$ cat config.mk
export PLATFORM = sky130hd
export DESIGN_NAME = sprite_fetch_arbiter
export DESIGN_NICKNAME = d
export VERILOG_FILES = /design/src/rtl/sprite_fetch_arbiter.sv
export SDC_FILE = /design/constraint.sdc
export NUM_CORES = 1
export LEC_CHECK = 0
export ABC_AREA = 1
export BUFFER_PORTS_ARGS = -buffer_cell sky130_fd_sc_hd__buf_2
export CAP_MARGIN = 20
export CORE_UTILIZATION = 47
export DETAILED_ROUTE_END_ITERATION = 6
export PLACE_DENSITY = 0.84
export SLEW_MARGIN = 20
export SYNTH_ARGS = -nofsm -noshare
export SYNTH_HDL_FRONTEND = slang
export SYNTH_SLANG_ARGS = --single-unit
$ cat constraint.sdc
create_clock -name vga_clk -period 2 [get_ports vga_clk]
set_clock_uncertainty 0.2 [all_clocks]
set_input_delay 0.4 -clock vga_clk [delete_from_list [all_inputs] [get_ports vga_clk]]
set_output_delay 0.4 -clock vga_clk [all_outputs]
set_load 0.01 [all_outputs]
$ cat src/rtl/sprite_fetch_arbiter.sv
// sprite_fetch_arbiter: 3-way arbiter sharing one sprite memory read port (fire, fireTwo, player)
//   vga_clk    in   sole clock, rising edge
//   reset_n    in   asynchronous active-low reset
//   arb_en     in   allows new grants while high; reads in flight always complete
//   req        in   [3] per-requester request, held until ack
//   req_addr   in   [3*ADDR_W] per-requester address, slice i = [i*ADDR_W +: ADDR_W]
//   ack        out  [3] one-cycle grant pulse
//   mem_rd_en  out  read strobe to sprite memory
//   mem_addr   out  [ADDR_W] read address, holds between reads
//   mem_rdata  in   [DATA_W] memory data, valid RD_LAT cycles after mem_rd_en
//   rsp_valid  out  [3] one-hot response strobe, RD_LAT+1 cycles after ack
//   rsp_data   out  [DATA_W] response word, holds between responses
//   busy       out  high while any read is in flight
// Define SPRITE_ARB_FIXED_PRIO_EN for fixed priority 0 > 1 > 2 instead of round-robin.
module sprite_fetch_arbiter #(
   parameter int ADDR_W = 12,
   parameter int DATA_W = 24,
   parameter int RD_LAT = 2
) (
   input  logic                vga_clk,
   input  logic                reset_n,
   input  logic                arb_en,
   input  logic [2:0]          req,
   input  logic [3*ADDR_W-1:0] req_addr,
   output logic [2:0]          ack,
   output logic                mem_rd_en,
   output logic [ADDR_W-1:0]   mem_addr,
   input  logic [DATA_W-1:0]   mem_rdata,
   output logic [2:0]          rsp_valid,
   output logic [DATA_W-1:0]   rsp_data,
   output logic                busy
);
   typedef enum logic [1:0] {IDLE, ACTIVE, DRAIN} state_t;
   state_t            r_state;
   logic [1:0]        r_gid;
   logic [RD_LAT-1:0] r_pv;
   logic [1:0]        r_pid [RD_LAT];
   logic [2:0]        w_elig;
   logic [1:0]        w_win;
   logic              w_gnt;
   // the requester acked this cycle still shows req, so it is masked
   assign w_elig = req & ~ack;
   assign w_gnt  = arb_en & |w_elig;
`ifdef SPRITE_ARB_FIXED_PRIO_EN
   assign w_win = w_elig[0] ? 2'd0 : w_elig[1] ? 2'd1 : 2'd2;
`else
   logic [1:0] r_last, w_s0, w_s1, w_s2;
   assign w_s0  = (r_last == 2'd2) ? 2'd0 : r_last + 2'd1;
   assign w_s1  = (w_s0 == 2'd2) ? 2'd0 : w_s0 + 2'd1;
   assign w_s2  = (w_s1 == 2'd2) ? 2'd0 : w_s1 + 2'd1;
   assign w_win = w_elig[w_s0] ? w_s0 : w_elig[w_s1] ? w_s1 : w_s2;
   always_ff @(posedge vga_clk or negedge reset_n) begin
      if (!reset_n) r_last <= 2'd2;
      else if (w_gnt) r_last <= w_win;
   end
`endif
   // state ACTIVE/DRAIN exactly while a read sits in the issue, pipeline or response stage
   assign busy = (r_state != IDLE);
   always_ff @(posedge vga_clk or negedge reset_n) begin
      if (!reset_n) begin
         ack       <= '0;
         mem_rd_en <= 1'b0;
         mem_addr  <= '0;
         r_gid     <= '0;
         r_pv      <= '0;
         for (int k = 0; k < RD_LAT; k++) r_pid[k] <= '0;
         rsp_valid <= '0;
         rsp_data  <= '0;
         r_state   <= IDLE;
      end else begin
         ack       <= w_gnt ? 3'b001 << w_win : 3'b000;
         mem_rd_en <= w_gnt;
         if (w_gnt) begin
            mem_addr <= req_addr[w_win*ADDR_W +: ADDR_W];
            r_gid    <= w_win;
         end
         // id travels with the read so the response can be steered when data lands
         r_pv[0]  <= mem_rd_en;
         r_pid[0] <= r_gid;
         for (int k = 1; k < RD_LAT; k++) begin
            r_pv[k]  <= r_pv[k-1];
            r_pid[k] <= r_pid[k-1];
         end
         rsp_valid <= r_pv[RD_LAT-1] ? 3'b001 << r_pid[RD_LAT-1] : 3'b000;
         if (r_pv[RD_LAT-1]) rsp_data <= mem_rdata;
         // next cycle holds a read iff a grant is made now or one is already issued/in the pipe
         r_state <= w_gnt ? ACTIVE : !(mem_rd_en | |r_pv) ? IDLE : arb_en ? ACTIVE : DRAIN;
      end
   end
endmodule

# Word level (Yosys, flattened, before mapping)
# Index checks and enable logic that the tools add are counted.
[totals] wordCells=44 out_inout_bits=44 regBits=55 in_bits=66
[op_classes] n_mux=14 n_mul=1 n_shift=3 n_bitwise=4 n_addsub=3 order_cmp=2 n_reduce_logical=3 eq_ne=3
[ops] op="$shiftx A36 B7 Y12" n=1
[ops] op="$mux W2" n=8
[ops] op="$add A2 B1 Y2 const B" n=3
[ops] op="$eq A2 B2 Y1 const B" n=3
[ops] op="$lt A2 B3 Y1 const B" n=2
[ops] op="$mux W3" n=2
[ops] op="$shl A1 B2 Y3 const A" n=2
[ops] op="$bmux W1 S2" n=2
[ops] op="$mul A2 B2 Y4 const B" n=1
[ops] op="$and A3 B3 Y3" n=1
[ops] op="$not A3 Y3" n=1
[ops] op="$reduce_or A3 Y1" n=1
[ops] op="$mux W1" n=2
[ops] op="$reduce_bool A2 Y1" n=1
[ops] op="$reduce_or A2 Y1" n=1
[ops] op="$and A1 B1 Y1" n=1
[ops] op="$or A1 B1 Y1" n=1

# Depth between registers and ports, before layout
[depth] ltp_word=10 depth_mapped=11

# Least setup slack after synthesis
# Ideal clock, no wire load.
[synth_timing] path_kind="reg2reg" start="reg r_last[1]" end="reg r_last[0]" t_arrival_ns=1.281 setup_slack_ns=0.396 required_time_ns=1.676 path_stages_with_launch=8 n_path_buf=1 path_cell_list="dfstp_2 -> nor2_2 -> inv_2 -> nor2_4 -> o21ai_4 -> buf_6 -> nor2_1 -> o21bai_1"
[synth_between] elab_chain_cells=8 elab_cells_between_ends=15 cone_classes="3 x add/sub; 3 x eq/ne; 9 x mux"
[synth_lines] element="start: declaration" line_no="47" source="logic [1:0] r_last, w_s0, w_s1, w_s2;"
[synth_lines] element="start signal: assignment" line_no="54" source="else if (w_gnt) r_last <= w_win;"
[synth_lines] element="$add A2 B1 Y2 or $eq A2 B2 Y1 (tied branches)" line_no="48" source="assign w_s0 = (r_last == 2'd2) ? 2'd0 : r_last + 2'd1;"
[synth_lines] element="$mux W2 *" line_no="48"
[synth_lines] element="$add A2 B1 Y2 or $eq A2 B2 Y1 (tied branches)" line_no="49" source="assign w_s1 = (w_s0 == 2'd2) ? 2'd0 : w_s0 + 2'd1;"
[synth_lines] element="$mux W2" line_no="49"
[synth_lines] element="$bmux W1 S2, or another cell as far along" line_no="51" source="assign w_win = w_elig[w_s0] ? w_s0 : w_elig[w_s1] ? w_s1 : w_s2;"
[synth_lines] element="$mux W1 (not written as such) or $mux W2 (tied branches)" line_no="51, 50"
[synth_lines] element="$mux W2" line_no="51"
[synth_lines] element="$mux W2 *" line_no="51"
# Mark *: on every way between the ends. The rest lies on a longest branch, timed or not. The select of a mux whose other input is x is not followed.
# A chain may end at the register's enable or synchronous reset.

# Worst setup path after layout
[layout_timing] start="reg r_last[1]" end="reg mem_addr[3]"
[layout_between] elab_chain_cells=10 elab_cells_between_ends=17 cone_classes="3 x add/sub; 1 x mul; 3 x eq/ne; 1 x shift; 9 x mux"
[layout_lines] element="$add A2 B1 Y2 or $eq A2 B2 Y1 (tied branches)" line_no="48"
[layout_lines] element="$mux W2 *" line_no="48"
[layout_lines] element="$add A2 B1 Y2 or $eq A2 B2 Y1 (tied branches)" line_no="49"
[layout_lines] element="$mux W2" line_no="49"
[layout_lines] element="$add A2 B1 Y2, or another cell as far along" line_no="50" source="assign w_s2 = (w_s1 == 2'd2) ? 2'd0 : w_s1 + 2'd1;"
[layout_lines] element="$mux W2 or $mux W1 (tied branches)" line_no="50, 51"
[layout_lines] element="$mux W2" line_no="51"
[layout_lines] element="$mux W2 *" line_no="51"
[layout_lines] element="$mul A2 B2 Y4 *" line_no="74" source="mem_addr <= req_addr[w_win*ADDR_W +: ADDR_W];"
[layout_lines] element="$shiftx A36 B7 Y12 *" line_no="74"
[layout_lines] element="end signal: assignment" line_no="74"
[layout_lines] element="end: declaration" line_no="27" source="output logic [ADDR_W-1:0] mem_addr,"
# Marks and branches as above.

==> summary.txt <==
Floorplanning
  – Ports: 110
  – Die height: 74.09 µm
  – Die ar.: 5489 µm²
  – DIE WIDTH: 74.09 µm
  – Row cnt: 25
  – Initial Util: between 50% and 60%
  – Core ar.: 4848 µm²

Final layout
  – Number of fillers in the final layout: between 400 and 500
  – Area Growth Syn to Fin: 30.58%
  – Final #Nets: 481
  – Post-route design area: around 3200 µm²
  – Antenna diodes: 0
  – Share of cells above drive strength 1: 32.69%
  – Final core utilization: 65.78%

Power and ir drop
  – P per Cell Area: between 1000 and 1500 nW/µm²
  – Leakage power: 1.904 nW
  – Worst vdd ir: approximately 640 µV
  – Design Power: 4.213 mW

Clock tree
  – CTS clk-pin slew, worst paths: 90 ps
  – CTS tree: yes
  – CTS buffer count: 5
  – Clock tree buffer depth: 2
  – CTS root buf: clkbuf_8
  – Clk Latency, worst-skew pair: 300 ps
  – Clock sink count: 54
  – CTS H-tree lvls: 2

Routing
  – DR iter-0 viols: 107
  – Routed WL per cell: between 10 and 15 µm
  – Via density per instance: 4.640
  – DR vias: 2,241
  – Drt first pass iters: 4
  – DRC: 0
  – DRT Wirelength: approximately 5400 µm
  – Remaining antenna violation count: 0

Global routing
  – GRT Util Overall: 19.03%
  – Vias in the first global route: 1,890
  – Largest net degree at the start of global routing: 55
  – Antenna violations before repair: 0
  – Global-route wire length before repair: 8017 µm
  – Remaining Overflow, GRT: 0

Setup path
  – Data arrival, critical path: 1910 ps
  – Critical Path RT: around 2000 ps
  – Crit. End Element: flop
  – Top cell by count, worst path: nand2_1
  – Slowest stage delay, CP: roughly 600 ps
  – Critical path type: reg2reg
  – Reg2reg path depth: 7
  – Critical path fanouts, max: 13
  – Worst path slowest cell: dfstp_2
  – R2R Setup Slk: roughly 90 ps
  – Crit-path cells: nor2_2 > nand2_1 > nand2_1 > o21ai_4 > o21ai_0 > nand3_1 > nand2_1
  – Startpoint Class: flop
  – FF-to-FF End: mem_addr[3]
  – Reg2reg start: r_last[1]

Synth
  – Yosys top cell area share: between 50% and 60%
  – Synth area leader: dfrtp_1
  – Synth Instances: 304
  – Ys flop type: dfrtp_1
  – Synth warn: 0
  – Synth top cells by count: nand2_1, dfrtp_1, inv_1
  – Post-synthesis register bit count: 54
  – Largest cells by area after synthesis: dfrtp_1, nand2_1, inv_1
  – Avg Inst Size Synth: 8.034 µm²
  – Seq/Total Area, Yosys: between 50% and 60%
  – Async S/R FF share, synth: 100.0%
  – EDFF count, synth: 0
  – Syn nets: 370
  – Synth cell types: 24
  – Cell with the most instances after synthesis: nand2_1
  – Netlist Area Pre-Place: 2442 µm²

Place
  – Post-DP HPWL: approximately 3600 µm
  – Placer Congestion: 0.8649
  – Placement Cell Area: 3043 µm²
  – PortBufs: 109

STA
  – Worst-Margin Slew: 430.8 ps
  – Post-route setup TNS: 0 ps
  – Post-layout min period: 1910 ps
  – Rel. slew slack: 71.24%
  – Final Max Tran Viols: 0
  – Fmax: 523.6 MHz
  – Final setup fails: 0
  – Final Hold Vio Count: 0
  – Final period utilization: between 90% and 100%

Job
  – Max-Cap Viols: 0

Min path
  – Hold Crit Depth: 2
  – Hold Crit Start: arb_en
  – Hold endpoint: r_state[1]
  – Hold WC Path Type: in2reg

Status
  – Status: complete, no violations
==> per-layer routing <==
| layer | share of wire (%) | GRT usage [%] | vias to the layer above |
|---|---|---|---|
| li1 | - | - | 1152 |
| met1 | 44 | 22.52 | 989 |
| met2 | 49 | 35.25 | 94 |
| met3 | 5.8 | 3.930 | 6 |
| met4 | 0.86 | 4.487 | 0 |
| met5 | 0 | 0 | - |
==> where the power goes <==
group | total, mW | internal, mW | switching (mW)
Sequential | 1.66 | 1.46 | 0.199
Clock | 0.613 | 0.279 | 0.335
Combinational | 1.94 | 0.726 | 1.21
==> kinds of logic after synthesis <==
| family | synth area share [%] |
|---|---|
| simple gates | 31.10 |
| flops | 55.38 |
| buf+inv | 8.914 |
| compound gates | 4.611 |
==> cells in the final DEF (no fill, tap or decap), types with 2 or more instances in the layout <==
cell type / netlist / layout
buf_12: 0 / 2
nor2_1: 8 / 8
buf_4: 3 / 4
buf_2: 3 / 109
nand2_1: 136 / 136
nor3_1: 3 / 3
o21ai_1: 9 / 9
nand2_2: 3 / 2
inv_2: 2 / 2
clkbuf_8: 0 / 6
dfrtp_1: 53 / 53
nor2_2: 2 / 2
o21ai_0: 5 / 5
nand4_1: 12 / 12
o21ai_4: 1 / 2
inv_1: 34 / 34
nand3_1: 16 / 16
==> worst max-delay path by stage <==
stage	startpoint	endpoint	slack, ps	cells after the start
4_1_cts	r_last[1]	mem_addr[1]	80	9
3_3_place_gp	r_last[1]	mem_addr[9]	130	9
2_1_floorplan	r_last[1]	r_last[0]	400	7
5_1_grt	r_last[1]	mem_addr[3]	-50	7
6_report	r_last[1]	mem_addr[3]	90	7
3_5_place_dp	r_last[1]	mem_addr[9]	80	9
==> registers in the layout (all words and copies together) (netlist names) <==
signal / cells
r_pv: 2
mem_addr: 12
r_state: 2
rsp_data: 24
r_last: 2
ack: 3
r_gid: 1
rsp_valid: 3
r_pid: 4
mem_rd_en: 1
==> layout make-up <==
cell class                      count  area, µm²  area share (%)
Tap cell                           67      83.83           2.628
Inverter                           37      138.9           4.355
Timing Repair Buffer              116      625.6           19.62
Clock inverter                      2      12.51          0.3923
Sequential cell                    54       1353           42.41
Clock buffer                        6      82.58           2.589
Multi-Input combinational cell    201      893.4           28.01
==> repair_timing <==
action / in CTS / in global routing
resized for setup: 0 / 2
hold buffers: 1 / 0
setup endpoints to repair: 0 / 14
buffers inserted: 0 / 1
endpoints found under the hold margin: 53 / 0
==> per-stage QoR <==
stage / worst slack, ps / hold slack (ps) / instances
2_1_floorplan: 395.5 / -95.59 / 304
3_3_place_gp: 126.2 / 131.3 / 472
3_5_place_dp: 84.64 / 135.6 / 472
4_1_cts: 83.51 / 73.16 / 481
5_1_grt: -45.16 / 73.30 / 483
6_report: 90.10 / 84.24 / 483
==> critical path: cells and delay by family, from the launching register on <==
kind	cells	cell delay, ps
AO/OA/AOI/OAI	2	550
flip-flops	1	600
AND/OR/NAND/NOR	5	460
(Power assumes the default switching activity.)
